### src/rtl/sm_addsub_pipe_if.sv
// Valid/ready operand and result bus for the sign-magnitude add/sub pipeline.
// Drivers use the master modport and the datapath uses the slave modport.
interface sm_addsub_pipe_if #(
  parameter int unsigned WIDTH = 8
);
  logic             in_valid;
  logic             in_ready;
  logic [WIDTH-1:0] a;
  logic [WIDTH-1:0] b;
  logic             sub;
  logic             out_valid;
  logic             out_ready;
  logic [WIDTH-1:0] sum;
  logic             ovf;
  logic             zero;

  modport master (
    output in_valid, a, b, sub, out_ready,
    input  in_ready, out_valid, sum, ovf, zero
  );

  modport slave (
    input  in_valid, a, b, sub, out_ready,
    output in_ready, out_valid, sum, ovf, zero
  );
endinterface

### src/rtl/sm_addsub_pipe.sv
// Two-stage sign-magnitude adder/subtractor with valid/ready handshakes and no -0 output.
// Define SM_ADDSUB_SAT_EN to saturate add overflow instead of wrapping.
module sm_addsub_pipe #(
  parameter int unsigned WIDTH = 8
) (
  input  logic            clk,
  input  logic            rst_n,
  sm_addsub_pipe_if.slave bus
);
  localparam int unsigned M = WIDTH - 1;

  typedef struct packed {
    logic [M-1:0] max;
    logic [M-1:0] min;
    logic         rsign;
    logic         eff_add;
  } s1_t;

  logic             s1_valid_q, s1_valid_d;
  s1_t              s1_q, s1_d;
  logic             out_valid_q, out_valid_d;
  logic [WIDTH-1:0] sum_q, sum_d;
  logic             ovf_q, ovf_d;
  logic             zero_q, zero_d;

  logic             sb_c;
  logic [M-1:0]     ma_c, mb_c;
  s1_t              s1_new_c;
  logic             s1_adv_c, in_ready_c;
  logic [M:0]       add_full_c;
  logic [M-1:0]     mag_c;
  logic             ovf_c, zero_c, sign_c;

  // S1 decode: order magnitudes so the S2 subtract never goes negative
  always_comb begin
    sb_c     = bus.b[WIDTH-1] ^ bus.sub;
    ma_c     = bus.a[M-1:0];
    mb_c     = bus.b[M-1:0];
    s1_new_c = '0;
    s1_new_c.eff_add = (bus.a[WIDTH-1] == sb_c);
    if (ma_c > mb_c) begin
      s1_new_c.max   = ma_c;
      s1_new_c.min   = mb_c;
      s1_new_c.rsign = bus.a[WIDTH-1];
    end else begin
      s1_new_c.max   = mb_c;
      s1_new_c.min   = ma_c;
      s1_new_c.rsign = sb_c;
    end
  end

  // Handshake: S1 may load when empty or when S2 is draining this cycle
  always_comb begin
    s1_adv_c   = !out_valid_q || bus.out_ready;
    in_ready_c = !s1_valid_q || s1_adv_c;
    s1_valid_d = s1_valid_q;
    s1_d       = s1_q;
    if (in_ready_c) begin
      s1_valid_d = bus.in_valid;
      if (bus.in_valid) begin
        s1_d = s1_new_c;
      end
    end
  end

  // S2 compute and zero normalisation
  always_comb begin
    add_full_c = {1'b0, s1_q.max} + {1'b0, s1_q.min};
    mag_c      = '0;
    ovf_c      = 1'b0;
    if (s1_q.eff_add) begin
      mag_c = add_full_c[M-1:0];
      ovf_c = add_full_c[M];
`ifdef SM_ADDSUB_SAT_EN
      if (ovf_c) begin
        mag_c = '1;
      end
`else
`endif
    end else begin
      mag_c = s1_q.max - s1_q.min;
    end
    zero_c = (mag_c == '0);
    sign_c = s1_q.rsign & ~zero_c;
  end

  // Output stage holds its beat until the consumer takes it
  always_comb begin
    out_valid_d = out_valid_q;
    sum_d       = sum_q;
    ovf_d       = ovf_q;
    zero_d      = zero_q;
    if (s1_adv_c) begin
      out_valid_d = s1_valid_q;
      if (s1_valid_q) begin
        sum_d  = {sign_c, mag_c};
        ovf_d  = ovf_c;
        zero_d = zero_c;
      end
    end
  end

  always_ff @(posedge clk or negedge rst_n) begin
    if (!rst_n) begin
      s1_valid_q  <= 1'b0;
      s1_q        <= '0;
      out_valid_q <= 1'b0;
      sum_q       <= '0;
      ovf_q       <= 1'b0;
      zero_q      <= 1'b0;
    end else begin
      s1_valid_q  <= s1_valid_d;
      s1_q        <= s1_d;
      out_valid_q <= out_valid_d;
      sum_q       <= sum_d;
      ovf_q       <= ovf_d;
      zero_q      <= zero_d;
    end
  end

  assign bus.in_ready  = in_ready_c;
  assign bus.out_valid = out_valid_q;
  assign bus.sum       = sum_q;
  assign bus.ovf       = ovf_q;
  assign bus.zero      = zero_q;
endmodule

### src/flat_wrapper.sv
// flat-port wrapper written by rule: the top's interface ports become plain ports
module sm_addsub_pipe_flat 
#(
  parameter int unsigned WIDTH = 8
)
  (clk, rst_n, bus_in_valid, bus_a, bus_b, bus_sub, bus_out_ready, bus_in_ready, bus_out_valid, bus_sum, bus_ovf, bus_zero);
  sm_addsub_pipe_if #(.WIDTH(WIDTH)) bus_i ();
  input  logic clk;
  input  logic rst_n;
  input wire logic [$bits(bus_i.in_valid)-1:0] bus_in_valid;
  input wire logic [$bits(bus_i.a)-1:0] bus_a;
  input wire logic [$bits(bus_i.b)-1:0] bus_b;
  input wire logic [$bits(bus_i.sub)-1:0] bus_sub;
  input wire logic [$bits(bus_i.out_ready)-1:0] bus_out_ready;
  output wire logic [$bits(bus_i.in_ready)-1:0] bus_in_ready;
  output wire logic [$bits(bus_i.out_valid)-1:0] bus_out_valid;
  output wire logic [$bits(bus_i.sum)-1:0] bus_sum;
  output wire logic [$bits(bus_i.ovf)-1:0] bus_ovf;
  output wire logic [$bits(bus_i.zero)-1:0] bus_zero;
  assign bus_i.in_valid = bus_in_valid;
  assign bus_i.a = bus_a;
  assign bus_i.b = bus_b;
  assign bus_i.sub = bus_sub;
  assign bus_i.out_ready = bus_out_ready;
  assign bus_in_ready = bus_i.in_ready;
  assign bus_out_valid = bus_i.out_valid;
  assign bus_sum = bus_i.sum;
  assign bus_ovf = bus_i.ovf;
  assign bus_zero = bus_i.zero;
  sm_addsub_pipe #(.WIDTH(WIDTH)) u_core (.clk(clk), .rst_n(rst_n), .bus(bus_i));
endmodule
### config.mk
export PLATFORM = sky130hd
export DESIGN_NAME = sm_addsub_pipe_flat
export DESIGN_NICKNAME = d
export VERILOG_FILES = /design/src/rtl/sm_addsub_pipe_if.sv /design/src/rtl/sm_addsub_pipe.sv /design/src/flat_wrapper.sv
export SDC_FILE = /design/constraint.sdc
export NUM_CORES = 1
export LEC_CHECK = 0
export ABC_CLOCK_PERIOD_IN_PS = 1800
export CAP_MARGIN = 0
export CORE_MARGIN = 4
export CORE_UTILIZATION = 40
export CTS_CLUSTER_SIZE = 40
export DETAILED_ROUTE_END_ITERATION = 10
export MAX_ROUTING_LAYER = met4
export PLACE_DENSITY_LB_ADDON = 0.05
export SKIP_CTS_REPAIR_TIMING = 1
export SLEW_MARGIN = 20
export SYNTH_ARGS = -nofsm -noshare
export SYNTH_HDL_FRONTEND = slang
export SYNTH_SLANG_ARGS = --single-unit
### constraint.sdc
create_clock -name clk -period 1.8 [get_ports clk]
set_input_delay 0.18 -clock clk [delete_from_list [all_inputs] [get_ports clk]]
set_output_delay 0.18 -clock clk [all_outputs]
set_load 0.01 [all_outputs]
# Yosys cells after proc, flatten, opt, wreduce, memory -nomap -nowiden
# Index checks and enable logic that the tools add are counted.
# word_totals
ff_bits,28
word_cells,26
# op_classes
bitwise_logic,3
n_eq_ne,1
add_sub_neg,2
magnitude_cmp,1
reduce_logical,7
mux,3
# ops
op,count
2-to-1 mux 15 bit,1
adder 7 x 7 -> 8 bit,1
> comparator 7 bit,1
zero test 7 bit,1
2-to-1 mux 7 bit,1
subtractor 7 bit,1
AND reduction 2 bit,2
zero test 1 bit,2
logical OR 1 bit,2
bitwise AND 1 bit,1
equality test 1 bit,1
2-to-1 mux 1 bit,1
NOT 1 bit,1
bitwise XOR 1 bit,1

# Depth between registers and ports, before layout
# logic_depth
ltp_word,5
depth_mapped,9
depth_no_buf,9

# Worst setup path after synthesis
# OpenSTA, ideal clock, no wires.
# synth_path
path_kind,register to register
start,register u_core.s1_q[9] in the netlist's numbering
end,register u_core.sum_q[7] (netlist: u_core.bus.sum[7])
path_buffers,0
period_less_slack_ns,1.906
slack_ns,-0.106
path_stages_with_launch,10
t_arrival_ns,1.768
setup_ns,0.137
required_ns,1.663
cell_sequence,dfrtp_1 > inv_1 > ha_1 > inv_1 > fa_1 > a31o_1 > mux2i_1 > xor2_1 > nor3b_2 > a32oi_1
# synth_between
elab_chain_len,5
elab_cells_between_ends,6
# synth_lines
element,line_no,text
from (decl),sm_addsub_pipe.sv:20,"s1_t s1_q, s1_d;"
from (signal assigned),sm_addsub_pipe.sv:106,s1_q <= '0;
from (signal assigned),sm_addsub_pipe.sv:113,s1_q <= s1_d;
subtractor 7 bit or adder 7 x 7 -> 8 bit (tied branches),"sm_addsub_pipe.sv:81, sm_addsub_pipe.sv:68",
2-to-1 mux 7 bit (*),sm_addsub_pipe.sv:71,if (s1_q.eff_add) begin
zero test 7 bit (*),sm_addsub_pipe.sv:83,zero_c = (mag_c == '0);
NOT 1 bit (*),sm_addsub_pipe.sv:84,sign_c = s1_q.rsign & ~zero_c;
bitwise AND 1 bit (*),sm_addsub_pipe.sv:84,
to (signal assigned),sm_addsub_pipe.sv:115,sum_q <= sum_d;
to (decl),sm_addsub_pipe.sv:22,"logic [WIDTH-1:0] sum_q, sum_d;"
# Mark *: on every way between the ends. The rest lies on a longest branch, timed or not.
# A chain may end at the register's enable or synchronous reset.

# Worst setup path after layout
# layout_path
start,register u_core.s1_q[2] in the netlist's numbering
end,register u_core.zero_q (netlist: u_core.bus.zero)
# layout_between
elab_chain_len,3
elab_cells_between_ends,4
# layout_lines
element,line_no,text
subtractor 7 bit or adder 7 x 7 -> 8 bit (tied branches),"sm_addsub_pipe.sv:81, sm_addsub_pipe.sv:68",
2-to-1 mux 7 bit (*),sm_addsub_pipe.sv:71,
zero test 7 bit (*),sm_addsub_pipe.sv:83,
to (signal assigned),sm_addsub_pipe.sv:117,zero_q <= zero_d;
to (decl),sm_addsub_pipe.sv:24,"logic zero_q, zero_d;"
# Marked as above.

==> qor.csv <==
metric,value,unit
status,"complete, but fails checks",
violations,setup timing,
reg2reg_from,u_core.s1_q[2]$_DFFE_PN0P_,
drive_above_1_share,0.315,
antenna_found_initial,0,
grt_pass1_wl,7310,um
vias,1732,
multi_input_area,1220,um^2
synth_area_leaders,"dfrtp_1, ha_1, mux2i_1",
cts_tree,built,
final-seq-area,701,um^2
rsz0062_at_grt,yes,
syn_area,1910,um^2
r2r_end,u_core.bus.zero$_DFFE_PN0P_,
fillers,345,
synth_nets,252,
vdd_drop_max,0.484,mV
path_class,flop to flop,
critPathMaxFanout,3,
period_needed,2150,ps
r2r_slack,-350,ps
worst_slack,-351,ps
cts_buffers,3,
die_area,5940,um^2
final_common_cell,buf_4,
wl_per_cell,12.8,um
n_antenna_cell,0,
cp-start-kind,flop,
finalWeightedCongestion,0.871,
portBuffers,32,
drt_pre_antenna_iters,4,
die_y,77.1,um
die_x,77.1,um
nets,333,
synth_flop_cell,dfrtp_1,
timing.hold.ws,279,ps
cts.sinks,28,
synth-seq-cells,28,
syn_inst,209,
max-clock-path-buffers,2,
initial_core_util,0.426,
ant_nets,0,
critPathArrivalTime,2320,ps
grt_overflow,0,
finish.utilization,0.649,
grt_pass1_vias,1679,
syn_avg_cell_area,9.13,um^2
grtUsageTotal,0.152,
root_buffer,clkbuf_8,
drc,0,
avgViaCountPerCell,5.08,
hpwlAfterDp,3410,um
timing.final.crit_share,1.20,
power.total,2.93,mW
slew_headroom,0.769,
layout_common_cells,"buf_4, dfrtp_1, clkdlybuf4s50_1",
p_leak,1.41,nW
area_delta_synth_final,52.2,%
grt_max_degree,41,
cap_viol_max_count,0,
reg2reg_depth,10,
fmax,0.465,GHz
clk-insertion-delay-late,270,ps
ys_async_sr_fraction,1.00,
tightest_slew,347,ps
hp-class,primary input to async pin,
yosysTopAreaCell,dfrtp_1,
h-tree-depth,1,
cp-end-kind,flop,
synth_cell_types,41,
ys_warn_count,0,
startpoint,u_core.s1_q[2]$_DFFE_PN0P_,
core_area,4470,um^2
ios,33,
synth.top_cell.area_share,0.367,
grtUsageMet1,0.181,
clk_pin_slew_worst_paths,100,ps
num_rows,24,
setup_viol,5,
busiest_layer,met2,
synth_edf_count,0,
finalClockSkew,1.33,ps
drt_iter0_drc,98,
powerDensity,1010,nW/um^2
wl,4370,um
drv_slew,0,
hold_viol,0,
pre_cts_ws,-508,ps
required,1970,ps
ys_seq_area_frac,0.367,
met3_usage,0.0187,
final.setup.tns,-1050,ps
use_met2,0.274,
[worst max-delay path by stage]
stage	end	slack (ps)	cells after the start
floorplan	u_core.bus.zero$_DFFE_PN0P_	-100	9
global placement	u_core.s1_q[15]$_DFFE_PN0P_	-410	10
detailed placement	u_core.s1_q[14]$_DFFE_PN0P_	-510	10
CTS	u_core.bus.sum[7]$_DFFE_PN0P_	-360	9
global route	u_core.bus.sum[7]$_DFFE_PN0P_	-450	9
finish	u_core.bus.zero$_DFFE_PN0P_	-350	10
[metal layers]
layer  wire, um  part of all wire
met5          0                 0
met4         15            0.0034
met3        136             0.031
met2       2370              0.54
met1       1840              0.42
[synthesized netlist by cell type (all sizes together) (5+ instances only)]
cell	n
dfrtp	28
inv	21
ha	20
nand2	19
a21oi	16
nand3	13
nor2	12
mux2i	9
o21ai	8
o221ai	8
clkbuf	6
nor2b	5
xor2	5
[power breakdown]
group          switching [mW]  internal, mW  total [mW]  leakage, nW
logic                   0.691         0.860        1.55         1.04
clock network           0.196         0.297       0.494       0.0357
registers              0.0952         0.786       0.881        0.331
total                   0.982          1.94        2.93         1.41
[sequential cells by signal, indices dropped and copies added, names as in the netlist]
signal	cells
u_core.bus.zero	1
u_core.s1_valid_q	1
u_core.bus.sum	8
u_core.bus.ovf	1
u_core.bus.out_valid	1
u_core.s1_q	16
[worst max-delay path, cell delays in order (launching register included)]
cell and delay (ps):
dfrtp_1 400, ha_2 200, inv_2 40, fa_2 340
o21bai_1 220, a21oi_2 90, buf_4 140, o22ai_1 100
a21oi_1 70, xor2_1 170, a32o_1 270
[metrics by stage]
stage               cells  cell area (um^2)
detailed placement    332              2640
floorplan             209              1910
CTS                   336              2710
global placement      332              2640
finish                341              2900
global route          341              2900
[area by class of cell]
type,count,share of cell area
multi-input cells,150,0.421
well taps,52,0.0224
clock buffers,3,0.0142
flip-flops and latches,28,0.241
inverters,21,0.0271
clock inverters,1,0.0103
repair buffers,86,0.264
[kinds of logic (layout without fill, tap and decap cells)]
family,Yosys count,in the layout,share of synthesized area
AOI/OAI and AO/OA,48,48,0.172
adders and majority gates,22,22,0.152
and+or+nand+nor,64,64,0.165
DFF,28,28,0.367
buffers and inverters,31,111,0.0643
xor gates and xnor gates,7,7,0.0321
muxes,9,9,0.0472
No activity file was read; power rests on OpenSTA's default activity.
